$ cat src/rtl/serial_add_ctrl.sv
`default_nettype none
// ============================================================================
// Module   : serial_add_ctrl
// Purpose  : Bit-serial add/subtract controller. Streams two operands LSB
//            first through an external one-bit full-adder cell, collects the
//            sum bits and presents a registered WIDTH-bit result plus carry.
// Revision : 1.0 - initial release
// ============================================================================
module serial_add_ctrl #(
    parameter int WIDTH = 8
) (
    input  logic             clk,
    input  logic             rst_n,
    input  logic             start,
    input  logic             op_sub,
    input  logic [WIDTH-1:0] a,
    input  logic [WIDTH-1:0] b,
    input  logic             cin,
    output logic             fa_a,
    output logic             fa_b,
    output logic             fa_cin,
    input  logic             fa_sum,
    input  logic             fa_cout,
    output logic             busy,
    output logic             done,
    output logic [WIDTH-1:0] sum,
    output logic             cout
);

    // Bit counter only has to reach WIDTH-1; keep it at least one bit wide.
    localparam int              c_CW   = (WIDTH > 1) ? $clog2(WIDTH) : 1;
    localparam logic [c_CW-1:0] c_LAST = c_CW'(WIDTH - 1);

    typedef enum logic [1:0] {
        IDLE = 2'd0,
        RUN  = 2'd1,
        DONE = 2'd2
    } state_t;

    state_t           r_state;
    state_t           w_next;
    logic             w_accept;
    logic             w_last;

    logic [WIDTH-1:0] r_a_sh;
    logic [WIDTH-1:0] r_b_sh;
    logic [WIDTH-1:0] r_psum;
    logic [WIDTH-1:0] r_sum;
    logic             r_carry;
    logic             r_cout;
    logic [c_CW-1:0]  r_cnt;

    // State register; reset abandons any operation in flight.
    always_ff @(posedge clk or negedge rst_n) begin
        if (!rst_n) begin
            r_state <= IDLE;
        end else begin
            r_state <= w_next;
        end
    end

    // Next-state decode plus status and full-adder drive outputs.
    always_comb begin
        w_next   = r_state;
        w_accept = 1'b0;
        w_last   = 1'b0;
        busy     = 1'b0;
        done     = 1'b0;
        fa_a     = 1'b0;
        fa_b     = 1'b0;
        fa_cin   = 1'b0;
        case (r_state)
            IDLE: begin
                if (start) begin
                    w_accept = 1'b1;
                    w_next   = RUN;
                end
            end
            RUN: begin
                busy   = 1'b1;
                fa_a   = r_a_sh[0];
                fa_b   = r_b_sh[0];
                fa_cin = r_carry;
                if (r_cnt == c_LAST) begin
                    w_last = 1'b1;
                    w_next = DONE;
                end
            end
            DONE: begin
                // busy is low here, so a new request chains straight into RUN.
                done = 1'b1;
                if (start) begin
                    w_accept = 1'b1;
                    w_next   = RUN;
                end else begin
                    w_next = IDLE;
                end
            end
            default: begin
                w_next = IDLE;
            end
        endcase
    end

    // Operand shifters, running carry, partial sum and bit counter.
    always_ff @(posedge clk or negedge rst_n) begin
        if (!rst_n) begin
            r_a_sh  <= '0;
            r_b_sh  <= '0;
            r_psum  <= '0;
            r_carry <= 1'b0;
            r_cnt   <= '0;
        end else if (w_accept) begin
            // Subtraction is a + ~b + 1: invert b and seed the carry with 1.
            r_a_sh  <= a;
            r_b_sh  <= op_sub ? ~b : b;
            r_psum  <= '0;
            r_carry <= op_sub | cin;
            r_cnt   <= '0;
        end else if (r_state == RUN) begin
            r_a_sh  <= r_a_sh >> 1;
            r_b_sh  <= r_b_sh >> 1;
            r_psum  <= {fa_sum, r_psum[WIDTH-1:1]};
            r_carry <= fa_cout;
            r_cnt   <= r_cnt + 1'b1;
        end
    end

    // Result register updates only on the final bit so shifting never shows.
    always_ff @(posedge clk or negedge rst_n) begin
        if (!rst_n) begin
            r_sum  <= '0;
            r_cout <= 1'b0;
        end else if (w_last) begin
            r_sum  <= {fa_sum, r_psum[WIDTH-1:1]};
            r_cout <= fa_cout;
        end
    end

    assign sum  = r_sum;
    assign cout = r_cout;

endmodule
`default_nettype wire

$ cat config.mk
export PLATFORM = sky130hd
export DESIGN_NAME = serial_add_ctrl
export DESIGN_NICKNAME = d
export VERILOG_FILES = /design/src/rtl/serial_add_ctrl.sv
export SDC_FILE = /design/constraint.sdc
export NUM_CORES = 1
export LEC_CHECK = 0
export CAP_MARGIN = 5
export CORE_MARGIN = 5
export CORE_UTILIZATION = 45
export CTS_BUF_LIST = sky130_fd_sc_hd__clkbuf_8 sky130_fd_sc_hd__clkbuf_16
export DETAILED_ROUTE_END_ITERATION = 8
export PLACE_DENSITY = 0.73
export SYNTH_ARGS = -nofsm -noshare
export SYNTH_HDL_FRONTEND = slang
export SYNTH_SLANG_ARGS = --single-unit
$ cat constraint.sdc
create_clock -name clk -period 2.66 [get_ports clk]
set_input_delay 0.532 -clock clk [delete_from_list [all_inputs] [get_ports clk]]
set_output_delay 0.532 -clock clk [all_outputs]
set_load 0.05 [all_outputs]
# --- After elaboration in Yosys (flattened, before gate mapping) ---
# Index checks and enable logic that the tools add are counted.
word_totals:
  reg_bits: 39
  latchBits: 0
  ram_bits: 0
  romBits: 0
  output_inout_bits: 14
  word_cells: 44
  mem_count: 0
classes:
  n_addsub: 1
  multipliers: 0
  div: 0
  order_cmp: 0
  n_eq_ne: 5
  n_shift: 0
  muxes: 24
  bitwise: 2
  n_reduce_logical: 4
op_table:
  columns: ["cell", "n"]
  rows:
  - ["$mux 8", 7]
  - ["$mux 1", 12]
  - ["$not 8->8", 1]
  - ["$mux 3", 2]
  - ["$pmux 2 s3", 1]
  - ["$mux 2", 2]
  - ["$ne 2x2->1 const B", 2]
  - ["$add 3x1->3 const B", 1]
  - ["$eq 3x3->1 const B", 1]
  - ["$eq 2x1->1 const B", 1]
  - ["$eq 2x2->1 const B", 1]
  - ["$logic_not 2->1", 1]
  - ["$reduce_and 2->1", 1]
  - ["$reduce_bool 2->1", 1]
  - ["$reduce_or 2->1", 1]
  - ["$or 1x1->1", 1]

# --- Longest topological paths before layout ---
logic_depth:
  depth_word: 4
  mapped_depth: 5
  mapped_depth_nobuf: 4

# --- Least setup slack after synthesis ---
# OpenSTA, ideal clock, no wires.
synth_path:
  kind: "register to output"
  from: "reg r_state[0]"
  to: "out fa_a"
  arrival_ns: 1.430
  required_time_ns: 2.128
  setup_slack_ns: 0.698
  path_stages_with_launch: 5
  path_cell_list: "dfrtp_1 > nor2b_2 > buf_6 > buf_2 > and2_1"
synth_via:
  elab_chain_len: 2
synth_lines:
  columns: ["element", "line", "source"]
  rows:
  - ["start: declaration", "40", "state_t r_state;"]
  - ["start signal: assignment", "58", "r_state <= w_next;"]
  - ["$eq 2x1->1", "72", "case (r_state)"]
  - ["$mux 1", "72", null]
  - ["end: declaration", "19", "output logic fa_a,"]
# Every way passes these cells.

# --- Final worst setup path ---
layout_path:
  from: "reg r_state[0]"
  to: "out busy"
layout_via:
  elab_chain_len: 2
layout_lines:
  columns: ["element", "line", "source"]
  rows:
  - ["$eq 2x1->1", "72", null]
  - ["$mux 1", "72", null]
  - ["end: declaration", "24", "output logic busy,"]
# Every way passes these cells.

==> flow_summary_export.csv <==
group,metric,value,unit
grt,grt_max_degree,39,
power_and_ir_drop,ir_worst_vdd,0.733,mV
grt,grt_first_pass_wirelength,5.36,mm
die,start_util,46.0,%
detailed_routing,vias,1090,
logic_synthesis,syn_area_per_cell,13.3,um2
critical_path,r2r-end,"r_b_sh[3]",
grt,grt-ovfl-total,0,
sta,hold_violations,0,
logic_synthesis,ys_top_cells_by_area,"dfrtp_1, a22o_1, mux2_2",
detailed_routing,detail-route-antenna-nets,0,
grt,gr-usage-met1,17.9,%
clock_network,cts_hold_buf,0,
cells_and_area,layout-drive-gt1-share,17.3,%
clock_network,h-tree-depth,2,
outcome,status,"complete, no violations",
power_and_ir_drop,p_per_area,1290,nW/um2
worst_hold_path,hold_path_class,"in -> async",
die,die_w,70.7,um
detailed_routing,wirelength,3.07,mm
power_and_ir_drop,power,0.00278,W
sta,skew,0.00340,ns
clock_network,tritoncts,"done",
detailed_routing,viasPerCell,5.19,
sta,timing.final.crit_share,82.7,%
critical_path,path_class,"reg -> out",
grt,use_met2,20.2,%
logic_synthesis,yosys.area_share.adder,1.51,%
detailed_routing,drc,0,
logic_synthesis,yosys_register_bits,38,
clock_network,cts.clk_slew.worst_paths,0.07,ns
die,dieArea,5000,um2
clock_network,cts_inserted_buffers,5,
die,core_area,3610,um2
logic_synthesis,syn_inst,125,
logic_synthesis,synth-simple-area-share,6.19,%
sta,setup_viol,0,
die,die_h,70.7,um
sta,rsz0062_at_grt,"false",
run,maxCapViolCount,0,
grt,antenna_found_initial,0,
power_and_ir_drop,p_leak,1.01,nW
sta,max_slew_margin,45.0,%
logic_synthesis,syn_nets,150,
logic_synthesis,synth_top_area_share,57.4,%
critical_path,r2r_slack,0.83,ns
sta,setup-tns-final,0,ns
sta,slew_viol_final,0,
critical_path,setup.worst_path.start_class,"flip-flop",
sta,tightest_slew,0.824,ns
logic_synthesis,synthMuxAreaShare,9.21,%
detailed_routing,firstDrtPassIters,6,
logic_synthesis,yosysWarnings,0,
placement,dp_worst_setup_slack,0.735,ns
grt,busiest_layer,"met2",
sta,hold_slack,0.336,ns
clock_network,clock_path_buffers,2,
clock_network,cts_resized,0,
logic_synthesis,synth_xor_area_share,4.23,%
cells_and_area,area_growth,29.7,%
critical_path,r2r_cells,4,
logic_synthesis,synth_cell_types,23,
placement,place_congestion,0.724,
sta,period_minus_slack,2.20,ns
logic_synthesis,synthesis.area,1660,um2
clock_network,clock_latency,0.29,ns
critical_path,path_max_fanout,22,
clock_network,cts_sinks,38,
placement,dp_hpwl,2.14,mm
die,placement_rows,22,
grt,use_met3,5.11,%
detailed_routing,wire_per_inst,14.6,um
detailed_routing,drtIter0Drc,53,
critical_path,arrival,1.67,ns
logic_synthesis,synth_top_family_by_area,"compound AO/OA/AOI/OAI gates",
logic_synthesis,ys_seq_area_share,57.4,%
die,io_pins,37,
critical_path,end_kind,"output pin",
sta,setup_slack,0.459,ns
logic_synthesis,synth_top_cell_by_area,"dfrtp_1",
critical_path,r2r_start,"r_state[0]",
cells_and_area,num_antenna_cells,0,
grt,grt_pass1_vias,1129,
grt,grt_usage,13.5,%
cells_and_area,final_nets,186,
clock_network,cts-root-buf,"clkbuf_8",
clock_network,cts_setup_buffers,0,
logic_synthesis,synth_compound_area_share,16.6,%
placement,portBuffers,36,
critical_path,worst_ep_required_time,2.13,ns
sta,fmax,454,MHz
## worst max-delay path: stages, from the launching register on
cell,delay [ns]
dfrtp_1,0.38
nor2b_2,0.41
buf_4,0.39
buf_12,0.18
## layer usage
| layer | routed length [um] | part of all wire, % | vias to the layer above |
|---|---|---|---|
| met4 | 45 | 1.5 | 0 |
| met3 | 203 | 6.6 | 5 |
| met1 | 1430 | 47 | 537 |
| met5 | 0 | 0 | - |
| li1 | - | - | 517 |
| met2 | 1390 | 45 | 31 |
## power by group
part           internal [W]  switching (W)
clock              0.000208       0.000198
sequential         0.000841       0.000147
combinational      0.000627       0.000763
total               0.00168        0.00111
## sequential cells by signal (all words and copies together) (netlist names)
register / count
r_b_sh: 8
cout: 1
sum: 8
r_cnt: 3
r_state: 2
r_carry: 1
r_psum: 7
r_a_sh: 8
## cell usage after synthesis
master	number
buf_4	2
o21ai_0	5
a21o_1	7
mux2_2	10
nand2_1	4
ha_1	2
a22o_1	18
clkbuf_1	1
nor2_1	5
nand2_4	1
buf_6	4
and2_1	3
mux2i_1	4
nand2b_1	1
buf_2	2
a221o_1	4
nor2_4	1
nor2b_2	1
xor2_1	5
dfrtp_1	38
nor2b_1	2
inv_1	2
xnor2_1	3
## metrics by stage
step           cells  area (um2)  util, %
6_report         210        2150     59.6
2_1_floorplan    125        1660        -
3_5_place_dp     202        2050     57.0
5_1_grt          210        2150     59.6
4_1_cts          210        2150     59.6
3_3_place_gp     202        2050     57.0
## worst max path at each step
stage / slack, ns / startpoint / cells past startpoint / end
detailed placement: 0.74 / op_sub / 4 / r_b_sh[6]
CTS: 0.44 / r_state[0] / 3 / busy
global placement: 0.78 / op_sub / 4 / r_b_sh[3]
global route: 0.34 / r_state[0] / 3 / busy
finish: 0.46 / r_state[0] / 3 / busy
floorplan: 0.70 / r_state[0] / 4 / fa_a
## layout by cell type, fill, tap and decap left out, drive strengths merged, types with 5 or more instances in the layout
cell            n
dfrtp          38
clkdlybuf4s50  31
a22o           18
nand2           5
a21o            7
nor2            6
mux2           10
clkbuf          6
o21ai           5
buf             7
xor2            5
## cell families after synthesis
kind of cell    after synthesis
mux                          14
compound gates               34
xor+xnor                      8
fa+ha+maj                     2
flops                        38
simple gates                 18
buf+inv                      11
## cell type report
type                            instances  area [um2]
Inverter                                2        7.51
Timing Repair Buffer                   38         410
Clock inverter                          2        12.5
Clock buffer                            6        82.6
Tap cell                               48        60.1
Fill cell                             302        1460
Sequential cell                        38         951
Multi-Input combinational cell         76         626
No activity file was read; power rests on OpenSTA's default activity.
